[src/rtl/rc4_pkg.sv]
// Shared types and constants for the RC4 keystream / decrypt stage.
//   byte_t      : 8-bit data/address type used by every RC4 block
//   state_t     : PRGA/decrypt FSM state encoding
//   S_SIZE      : number of entries in the S-array
//   ASCII_*     : bounds of the plaintext character set (space, 'a'..'z')
package rc4_pkg;

    typedef logic [7:0] byte_t;

    localparam int    S_SIZE      = 256;
    localparam byte_t ASCII_SPACE = 8'h20;
    localparam byte_t ASCII_LO    = 8'h61;
    localparam byte_t ASCII_HI    = 8'h7A;

    typedef enum logic [3:0] {
        ST_IDLE,
        ST_INC_I,
        ST_READ_I,
        ST_WAIT_I,
        ST_SAVE_I,
        ST_SET_J,
        ST_READ_J,
        ST_WAIT_J,
        ST_SAVE_J,
        ST_WRITE_I,
        ST_WRITE_J,
        ST_READ_F,
        ST_WAIT_F,
        ST_SAVE_F,
        ST_WRITE_DEC,
        ST_FINISH
    } state_t;

endpackage

[src/rtl/rc4_byte_check.sv]
// Plaintext character filter: passes a space or a lowercase letter.
// Ports:
//   data : decrypted byte under test
//   pass : 1 when data is 0x20 or within 0x61..0x7A
module rc4_byte_check
    import rc4_pkg::*;
(
    input  logic [7:0] data,
    output logic       pass
);

    assign pass = (data == ASCII_SPACE) || ((data >= ASCII_LO) && (data <= ASCII_HI));

endmodule

[src/rtl/rc4_prga_decrypt.sv]
// RC4 pseudo-random generation + decrypt stage. Walks the S-array left in
// S-RAM by the key schedule, produces one keystream byte per message byte,
// XORs it with the encrypted ROM and writes plaintext to the decrypted RAM.
// Build option: RC4_PRGA_ASCII_CHECK_EN stops the run at the first written
// byte that is not a space or lowercase letter and reports valid_flag=0.
//
// Parameters:
//   MSG_LEN  : message bytes to decrypt (1..256)
//   READ_LAT : wait cycles between presenting an address and sampling q
// Ports:
//   clk, reset (async, active-high)
//   start_flag (in, level) / done_flag, valid_flag (out)
//   s_address, s_data, s_wren, s_q        : S-RAM
//   enc_address, enc_q                    : encrypted-message ROM
//   dec_address, dec_data, dec_wren       : decrypted-message RAM
//
// state      | meaning
// -----------+------------------------------------------------
// IDLE       | held while start_flag=0; i, j, k cleared
// INC_I      | i += 1
// READ_I     | present S[i] address
// WAIT_I     | read latency for S[i]
// SAVE_I     | capture si
// SET_J      | j += si
// READ_J     | present S[j] address
// WAIT_J     | read latency for S[j]
// SAVE_J     | capture sj
// WRITE_I    | S[i] <= sj
// WRITE_J    | S[j] <= si (lands last, so i==j leaves S[i] intact)
// READ_F     | present S[si+sj] and enc[k]
// WAIT_F     | read latency for f and e
// SAVE_F     | capture f and e
// WRITE_DEC  | dec[k] <= f^e, k += 1
// FINISH     | done_flag held until start_flag drops
module rc4_prga_decrypt
    import rc4_pkg::*;
#(
    parameter int MSG_LEN  = 32,
    parameter int READ_LAT = 2
) (
    input  logic       clk,
    input  logic       reset,
    input  logic       start_flag,
    output logic       done_flag,
    output logic       valid_flag,
    output logic [7:0] s_address,
    output logic [7:0] s_data,
    output logic       s_wren,
    input  logic [7:0] s_q,
    output logic [7:0] enc_address,
    input  logic [7:0] enc_q,
    output logic [7:0] dec_address,
    output logic [7:0] dec_data,
    output logic       dec_wren
);

    localparam int         MSG_LEN_C   = (MSG_LEN > S_SIZE) ? S_SIZE : ((MSG_LEN < 1) ? 1 : MSG_LEN);
    localparam logic [8:0] K_LAST      = 9'(MSG_LEN_C);
    localparam bit         HAS_WAIT    = (READ_LAT > 0);
    localparam int         WAIT_LOAD_I = HAS_WAIT ? READ_LAT - 1 : 0;
    // Wait timer is a down-counter; a WAIT state exits when it reads zero.
    localparam logic [7:0] WAIT_LOAD   = 8'(WAIT_LOAD_I);

    state_t     state_q, state_d;
    logic [7:0] i_q, i_d, j_q, j_d;
    logic [8:0] k_q, k_d;
    logic [7:0] si_q, si_d, sj_q, sj_d, f_q, f_d, e_q, e_d;
    logic [7:0] wait_q, wait_d;
    logic       done_q, done_d, valid_q, valid_d;
    logic [7:0] s_address_q, s_address_d, s_data_q, s_data_d;
    logic       s_wren_q, s_wren_d;
    logic [7:0] enc_address_q, enc_address_d;
    logic [7:0] dec_address_q, dec_address_d, dec_data_q, dec_data_d;
    logic       dec_wren_q, dec_wren_d;
    logic       byte_pass;

`ifdef RC4_PRGA_ASCII_CHECK_EN
    rc4_byte_check u_byte_check (
        .data (dec_data_q),
        .pass (byte_pass)
    );
`else
    assign byte_pass = 1'b1;
`endif

    always_comb begin
        state_d       = state_q;
        i_d           = i_q;
        j_d           = j_q;
        k_d           = k_q;
        si_d          = si_q;
        sj_d          = sj_q;
        f_d           = f_q;
        e_d           = e_q;
        wait_d        = wait_q;
        done_d        = done_q;
        valid_d       = valid_q;
        s_address_d   = s_address_q;
        s_data_d      = s_data_q;
        s_wren_d      = 1'b0;
        enc_address_d = enc_address_q;
        dec_address_d = dec_address_q;
        dec_data_d    = dec_data_q;
        dec_wren_d    = 1'b0;

        if (!start_flag) begin
            // Abort or idle: any write that would have been issued next is dropped.
            state_d = ST_IDLE;
            i_d     = 8'd0;
            j_d     = 8'd0;
            k_d     = 9'd0;
            done_d  = 1'b0;
            valid_d = 1'b0;
        end else begin
            case (state_q)
                ST_IDLE: begin
                    state_d = ST_INC_I;
                    i_d     = 8'd1;
                    j_d     = 8'd0;
                    k_d     = 9'd0;
                end
                ST_INC_I: begin
                    state_d     = ST_READ_I;
                    s_address_d = i_q;
                end
                ST_READ_I: begin
                    if (HAS_WAIT) begin
                        state_d = ST_WAIT_I;
                        wait_d  = WAIT_LOAD;
                    end else begin
                        state_d = ST_SAVE_I;
                        si_d    = s_q;
                    end
                end
                ST_WAIT_I: begin
                    if (wait_q == 8'd0) begin
                        state_d = ST_SAVE_I;
                        si_d    = s_q;
                    end else begin
                        wait_d = wait_q - 8'd1;
                    end
                end
                ST_SAVE_I: begin
                    state_d = ST_SET_J;
                    j_d     = j_q + si_q;
                end
                ST_SET_J: begin
                    state_d     = ST_READ_J;
                    s_address_d = j_q;
                end
                ST_READ_J: begin
                    if (HAS_WAIT) begin
                        state_d = ST_WAIT_J;
                        wait_d  = WAIT_LOAD;
                    end else begin
                        state_d = ST_SAVE_J;
                        sj_d    = s_q;
                    end
                end
                ST_WAIT_J: begin
                    if (wait_q == 8'd0) begin
                        state_d = ST_SAVE_J;
                        sj_d    = s_q;
                    end else begin
                        wait_d = wait_q - 8'd1;
                    end
                end
                ST_SAVE_J: begin
                    state_d     = ST_WRITE_I;
                    s_address_d = i_q;
                    s_data_d    = sj_q;
                    s_wren_d    = 1'b1;
                end
                ST_WRITE_I: begin
                    state_d     = ST_WRITE_J;
                    s_address_d = j_q;
                    s_data_d    = si_q;
                    s_wren_d    = 1'b1;
                end
                ST_WRITE_J: begin
                    state_d       = ST_READ_F;
                    s_address_d   = si_q + sj_q;
                    enc_address_d = k_q[7:0];
                end
                ST_READ_F: begin
                    if (HAS_WAIT) begin
                        state_d = ST_WAIT_F;
                        wait_d  = WAIT_LOAD;
                    end else begin
                        state_d = ST_SAVE_F;
                        f_d     = s_q;
                        e_d     = enc_q;
                    end
                end
                ST_WAIT_F: begin
                    if (wait_q == 8'd0) begin
                        state_d = ST_SAVE_F;
                        f_d     = s_q;
                        e_d     = enc_q;
                    end else begin
                        wait_d = wait_q - 8'd1;
                    end
                end
                ST_SAVE_F: begin
                    state_d       = ST_WRITE_DEC;
                    dec_address_d = k_q[7:0];
                    dec_data_d    = f_q ^ e_q;
                    dec_wren_d    = 1'b1;
                    k_d           = k_q + 9'd1;
                end
                ST_WRITE_DEC: begin
                    // k already counts the byte being written here.
                    if (!byte_pass || (k_q == K_LAST)) begin
                        state_d = ST_FINISH;
                        done_d  = 1'b1;
                        valid_d = byte_pass;
                    end else begin
                        state_d = ST_INC_I;
                        i_d     = i_q + 8'd1;
                    end
                end
                ST_FINISH: begin
                    state_d = ST_FINISH;
                end
                default: begin
                    state_d = ST_IDLE;
                end
            endcase
        end
    end

    always_ff @(posedge clk or posedge reset) begin
        if (reset) begin
            state_q       <= ST_IDLE;
            i_q           <= 8'd0;
            j_q           <= 8'd0;
            k_q           <= 9'd0;
            si_q          <= 8'd0;
            sj_q          <= 8'd0;
            f_q           <= 8'd0;
            e_q           <= 8'd0;
            wait_q        <= 8'd0;
            done_q        <= 1'b0;
            valid_q       <= 1'b0;
            s_address_q   <= 8'd0;
            s_data_q      <= 8'd0;
            s_wren_q      <= 1'b0;
            enc_address_q <= 8'd0;
            dec_address_q <= 8'd0;
            dec_data_q    <= 8'd0;
            dec_wren_q    <= 1'b0;
        end else begin
            state_q       <= state_d;
            i_q           <= i_d;
            j_q           <= j_d;
            k_q           <= k_d;
            si_q          <= si_d;
            sj_q          <= sj_d;
            f_q           <= f_d;
            e_q           <= e_d;
            wait_q        <= wait_d;
            done_q        <= done_d;
            valid_q       <= valid_d;
            s_address_q   <= s_address_d;
            s_data_q      <= s_data_d;
            s_wren_q      <= s_wren_d;
            enc_address_q <= enc_address_d;
            dec_address_q <= dec_address_d;
            dec_data_q    <= dec_data_d;
            dec_wren_q    <= dec_wren_d;
        end
    end

    assign done_flag   = done_q;
    assign valid_flag  = valid_q;
    assign s_address   = s_address_q;
    assign s_data      = s_data_q;
    assign s_wren      = s_wren_q;
    assign enc_address = enc_address_q;
    assign dec_address = dec_address_q;
    assign dec_data    = dec_data_q;
    assign dec_wren    = dec_wren_q;

endmodule
[config.mk]
export PLATFORM = sky130hd
export DESIGN_NAME = rc4_prga_decrypt
export DESIGN_NICKNAME = d
export VERILOG_FILES = /design/src/rtl/rc4_pkg.sv /design/src/rtl/rc4_byte_check.sv /design/src/rtl/rc4_prga_decrypt.sv
export SDC_FILE = /design/constraint.sdc
export NUM_CORES = 1
export LEC_CHECK = 0
export ABC_AREA = 1
export BUFFER_PORTS_ARGS = -buffer_cell sky130_fd_sc_hd__buf_2
export CAP_MARGIN = 20
export CORE_ASPECT_RATIO = 0.5
export CORE_MARGIN = 2
export CORE_UTILIZATION = 25
export CTS_CLUSTER_SIZE = 12
export DETAILED_ROUTE_END_ITERATION = 8
export PLACE_DENSITY_LB_ADDON = 0.3
export SLEW_MARGIN = 20
export SYNTH_ARGS = -nofsm -noshare
export SYNTH_HDL_FRONTEND = slang
export SYNTH_SLANG_ARGS = --single-unit
[constraint.sdc]
create_clock -name clk -period 6.6 [get_ports clk]
set_clock_uncertainty 0.1 [all_clocks]
set_input_delay 0.66 -clock clk [delete_from_list [all_inputs] [get_ports clk]]
set_output_delay 0.66 -clock clk [all_outputs]
set_load 0.03 [all_outputs]
=== Yosys cells after proc, flatten, opt, wreduce, memory -nomap -nowiden ===
Cells that the tools add are included.

* Flip-flop bits (word level): 112
* Input port bits: 19
* Logic and storage cells: 94

* $add $sub $neg: 5
* Equality and inequality tests: 26
* Mux-type cells: 24
* Bitwise gates (word level): 1
* Reductions and logical operators: 21

{| class="wikitable"
|+ Operators by type and width
! cell !! number
|-
| 4-bit one-hot mux with 16 select lines || 1
|-
| 8-bit one-hot mux with 2 select lines || 4
|-
| 4-bit == test (second input constant) || 8
|-
| 8-bit 2-to-1 mux || 4
|-
| 8-bit one-hot mux with 3 select lines || 1
|-
| 4-bit 2-to-1 mux || 5
|-
| 9-bit one-hot mux with 2 select lines || 1
|-
| 8-bit adder || 2
|-
| 4-bit by 3-bit == test with 1-bit output (second input constant) || 4
|-
| 3-bit AND reduction || 5
|-
| 3-bit inequality test (second input constant) || 4
|-
| 2-bit AND reduction || 6
|-
| 9-bit by 1-bit adder with 9-bit output (second input constant) || 1
|-
| 9-bit by 6-bit == test with 1-bit output (second input constant) || 1
|-
| 9-bit 2-to-1 mux || 1
|-
| 3-bit by 1-bit inequality test with 1-bit output (second input constant) || 3
|-
| 8-bit by 1-bit adder with 8-bit output (second input constant) || 1
|-
| 4-bit by 2-bit == test with 1-bit output (second input constant) || 2
|-
| 8-bit logical NOT || 1
|-
| 8-bit by 1-bit subtractor with 8-bit output (second input constant) || 1
|-
| 8-bit XOR || 1
|-
| 1-bit 2-to-1 mux || 7
|-
| 2-bit OR reduction || 3
|-
| 3-bit OR reduction || 2
|-
| 6 further kinds || 8
|}

=== Depth between registers and ports, before layout ===
* Depth in word-level cells: 4
* Depth in mapped cells: 10

=== Worst setup path before layout ===
Ideal clock, no wire load.

* Path kind: input-to-reg
* Start point: input port start_flag
* End point: register i_q[2]
* Setup time: 0.126 ns
* Arrival: 1.639 ns
* Required time: 6.374 ns
* Path slack: 4.735 ns
* Cell stages on the path: 7
* Cells stage by stage: buf_2 inv_1 nor2_1 nand2_1 nand2_2 buf_6 o21ai_0

* Cells in the longest elaborated chain, start to end: 2

{| class="wikitable"
|+ RTL lines
! element !! RTL line !! RTL
|-
| from (decl) || rc4_prga_decrypt.sv:43 || <nowiki>input logic start_flag,</nowiki>
|-
| 3-bit by 1-bit inequality test with 1-bit output (no source line) / 3-bit inequality test (equally long branches) || n/a ||
|-
| 2-bit AND reduction (no source line) || n/a ||
|-
| to (signal assigned) || rc4_prga_decrypt.sv:254 || <nowiki>i_q <= i_d;</nowiki>
|-
| to (decl) || rc4_prga_decrypt.sv:65 || <nowiki>logic [7:0] i_q, i_d, j_q, j_d;</nowiki>
|}

Several ways; a longest one is shown, not always the timed one.
A chain may end at the register's enable or synchronous reset.

=== Final worst setup path ===
* Start point: register wait_q[0]
* End point: register wait_q[3]

* Cells in the longest elaborated chain, start to end: 3

{| class="wikitable"
|+ RTL lines
! element !! RTL line !! RTL
|-
| from (decl) || rc4_prga_decrypt.sv:68 || <nowiki>logic [7:0] wait_q, wait_d;</nowiki>
|-
| from (signal assigned) || rc4_prga_decrypt.sv:261 || <nowiki>wait_q <= wait_d;</nowiki>
|-
| 8-bit by 1-bit subtractor with 8-bit output / 8-bit logical NOT (equally long branches) || n/a ||
|-
| 8-bit 2-to-1 mux / 2-bit inequality test (equally long branches) || n/a ||
|-
| 8-bit one-hot mux with 2 select lines / 3-bit AND reduction (equally long branches) || n/a ||
|}

Several ways; a longest one is shown, not always the timed one. The select of a mux whose other input is x is not followed.

==> summary by stage <==
Drt
The vias after detailed routing is roughly 4800. After detailed routing, the number of remaining DRC violations is 0. The number of iterations in the first detailed-routing pass is 5. The number of DRC markers after the initial detailed-route iteration is ~360. The mean routed wirelength per cell is approximately 12 microns. The post-detailed-route via-to-cell ratio is between 4 and 5. The post-detailed-routing wire length is 13500 microns. The number of routed nets with antenna violations is 0.

Power and ir drop
The internal power component is roughly 1.2 mW. The fraction of power consumed by the clock network is between 20% and 30%. The part of the total power dissipated in combinational logic is about a quarter. For this design the total switching power over the nets is about 0.66 mW. Net switching is a little over a third of the power. Summed over all cells, the static leakage comes to ~3.3 nW. The part of the power in registers is 44.3%.

The maximum vdd drop is between 0.0001 and 0.00015 V. Power spread over the standard cell area amounts to 276 mW/mm^2. The design draws between 1.5 and 2 mW.

Place
The placed instances occupy a cell area of approximately 0.0064 sq mm. The detailed placer's ending HPWL is between 10000 and 15000 microns. The count of buffers added on input and output ports is a little over 60. Routability-driven placement finished with a final weighted congestion of around 0.85.

Synthesis
The most used flip-flop cell after synthesis is sky130_fd_sc_hd__dfrtp_1. Of the total synthesized cell area, the portion taken by full adders, half adders and majority gates is ~4.8%. When the netlist entered floorplanning its net count stood at ~770. Summing the areas of all and, or, nand and nor instances in the mapped netlist gives around 25% of the synthesized area. After synthesis, the mean cell area works out to ~7.9 sq um.

In the synthesized netlist the async set-or-reset flop fraction comes to 100%. The sequential element share of the synthesized area is 48.6%. In this run, synthesis produced a sequential element count of 112.

The synthesized design devotes to its leading area cell type around half of total area. Yosys instantiated no cell more often than sky130_fd_sc_hd__nand2_1. By area the synthesized netlist is led by sky130_fd_sc_hd__dfrtp_1 (49%), sky130_fd_sc_hd__nand2_1 (14%), sky130_fd_sc_hd__o21ai_0 (6.1%).

The synthesized area is 0.00577 sq mm. In this run, synthesis inferred 0 flip-flops with an integrated enable. By area, the combinational part of the netlist is dominated by simple AND/OR/NAND/NOR gates. The xor-xnor portion of the synthesized cell area is between 2 and 3%.

Measured against the total synthesized area, the mux share comes to 0%. The number of distinct library cells after synthesis is 31. The total number of yosys warnings is 0. The synthesized design spends more area on one cell type than any other, namely sky130_fd_sc_hd__dfrtp_1. The synthesized netlist devotes a little under an eighth of its cell area to compound gates. Counting instances in the post-synthesis netlist gives the leading cell types as sky130_fd_sc_hd__nand2_1 (209), sky130_fd_sc_hd__dfrtp_1 (112), sky130_fd_sc_hd__inv_1 (88), sky130_fd_sc_hd__nor2_1 (79), sky130_fd_sc_hd__o21ai_0 (70). The number of standard cells after synthesis is around 730.

Clocking
The clock sink count is approximately 110. The root buffer cell is sky130_fd_sc_hd__clkbuf_16. CTS built an H-tree with a depth of 3.

The maximum buffer depth of the clock tree is 2. The TritonCTS clock tree is yes. The number of buffers inserted by hold repair at cts is 0. The clock latency on the worst-skew pair is 0.36 ns. Clock-pin slew was measured on the worst setup and hold paths at roughly 0.07 ns. Counting the buffers created by CTS gives 9. After clock tree synthesis, the setup repair step added 0 buffers. The number of instances resized during post-cts repair is 0.

Setup path
Walking the worst path, the cells encountered are inv_1 -> ha_1 -> nand3_1 -> nor2_2 -> nor2_2 -> nor2_1 -> inv_1 -> nand2_1 -> nand2_1. For flop-to-flop paths, the worst setup slack is about 4.2 ns. The slowest stage of the critical path belongs to the cell sky130_fd_sc_hd__nor2_1. The critical path class is flip-flop to flip-flop. The worst setup path is captured at a flip-flop. The largest single stage delay on the critical path is roughly 0.65 ns.

For the worst setup path, the data required time is 6.74 ns. STA classifies the critical path startpoint as a flip-flop. In this run the worst path has a maximum fanout of 12. The critical path data arrival time is roughly 2.6 ns.

GRT
The number of antenna violations at the first check in global routing came to 0. The met2 routing resource usage after global routing is between 10% and 20%. The first global-routing pass estimated about 24000 microns of wire. The pin count of the biggest net entering global routing is between 60 and 70. The met1 usage is about 16%. The number of global-route vias before repair was 4687. For this run, global-route usage on met3 was measured as about 2.1%. The total track usage is a little under an eighth. The global routing stage identified its most utilized layer as met2. The global route total overflow is 0.

Cells and area
The net count of the finished layout is 830. The fill cell total of the finished layout is about 2500. The relative area change from synthesis to final layout is 15.9%.

The count of antenna diodes in the layout is 0. Summing all flip-flop and latch instances after layout gives around 0.0028 sq mm. The share of layout cells above drive strength 1 is ~12%.

With fillers left out, the area of the finished cells amounts to roughly 0.0067 sq mm. The multi-input combinational cell area is 0.00254 sq mm.

Worst hold path
The class of the most critical hold timing path is input pin to async pin.

Floorplanning
The boundary pin count is 63. Once the floorplan was initialized, standard cells occupied roughly a quarter of the core. The total number of placement rows is 39.

From bottom edge to top edge, the die measures 111 microns. The area of the core region is approximately 0.023 sq mm. The floorplan step set the die width to between 200 and 250 microns. The die area is about 0.024 sq mm.

Timing
Of the available clock period, the critical path in the final layout requires 36.4%. The final total negative setup slack is 0 ns. The count of final max-slew check failures came to 0. The achievable frequency is about 0.42 GHz. The relative max-transition margin is approximately 32%. The worst path needs 2.40 ns of the cycle, external delays included.

For the pin with the worst max-slew slack, the measured transition is approximately 1.0 ns. Setup repair after global routing left no endpoint under its margin. The number of failing setup endpoints in the final timing report is 0.

The final-report hold violation count was 0.

Status
The flow ran to the end, and the final reports show no timing, DRC or antenna violations.

Flow run
The max-cap check violation count is 0.
## state kept, by name, indices dropped and copies added (netlist names), 4 cells and up
signal       count
si_q             8
i_q              8
wait_q           8
sj_q             8
f_q              8
s_data           8
e_q              8
j_q              8
state_q          4
enc_address      8
dec_data         8
k_q              9
s_address        8
dec_address      8
## cells by family (layout without fill, tap and decap cells)
logic type,after synthesis,count (layout)
and+or+nand+nor,351,351
AOI/OAI and AO/OA,123,123
DFF,112,112
buffers and inverters,106,169
adders and majority gates,21,21
xor gates and xnor gates,19,19
## cell usage in the layout (no fill, tap or decap), drive strengths merged, types with 8 or more instances in the layout
cell | Yosys | layout
nand4 | 10 | 10
clkbuf | 9 | 11
nand2 | 212 | 212
a31oi | 12 | 12
nand3 | 31 | 31
xnor2 | 11 | 11
ha | 19 | 19
nor2 | 85 | 85
a21oi | 27 | 27
buf | 7 | 63
xor2 | 8 | 8
inv | 90 | 93
o21ai | 76 | 76
dfrtp | 112 | 112
## final timing paths
| kind | from | end | cells past startpoint |
|---|---|---|---|
| worst max register to register | wait_q[0] | wait_q[3] | 9 |
| min in group clk | dec_data[6] | dec_data[6] | 2 |
| worst min-delay path | reset | dec_data[7] | 2 |
| worst max-delay path | wait_q[0] | wait_q[3] | 9 |
| max in group asynchronous | reset | si_q[3] | 3 |
| worst min register to register | dec_data[6] | dec_data[6] | 2 |
## area by class of cell
type / instances / share of cell area, %
repair buffers: 63 / 4.76
clock buffers: 11 / 3.63
inverters: 90 / 5.09
clock inverters: 5 / 0.730
flip-flops and latches: 112 / 42.0
multi-input cells: 514 / 38.1
well taps: 307 / 5.75
## power groups by stage
stage,Clock (mW),Combinational (mW),Sequential [mW]
after floorplan,0,0.323,0.876
after global placement,0,0.484,0.832
after detailed placement,0,0.487,0.832
after CTS,0.558,0.489,0.819
after global routing,0.590,0.557,0.830
final,0.542,0.486,0.818
## metal layers
layer / vias up / wire length [microns]
li1: 2451 / -
met1: 2226 / 6460
met2: 63 / 6510
met3: 11 / 351
met4: 0 / 184
met5: - / 0
## critical path: cells and delay by family, from the launching register on
| kind | cells | cell delay [ns] |
|---|---|---|
| adders and majority gates | 1 | 0.17 |
| buffers and inverters | 2 | 0.38 |
| DFF | 1 | 0.38 |
| and+or+nand+nor | 6 | 1.27 |
## metrics by stage
| step | cells | util, % | hold slack, ns | setup slack [ns] |
|---|---|---|---|---|
| after floorplan | 732 | - | 0.349 | 2.88 |
| after global placement | 1086 | 28.1 | 0.362 | 4.14 |
| after detailed placement | 1086 | 28.1 | 0.368 | 4.11 |
| after CTS | 1102 | 29.4 | 0.281 | 4.12 |
| after global routing | 1102 | 29.4 | 0.318 | 3.89 |
| final | 1102 | 29.4 | 0.263 | 4.20 |
Note: power is estimated with default switching activity, not from simulation.
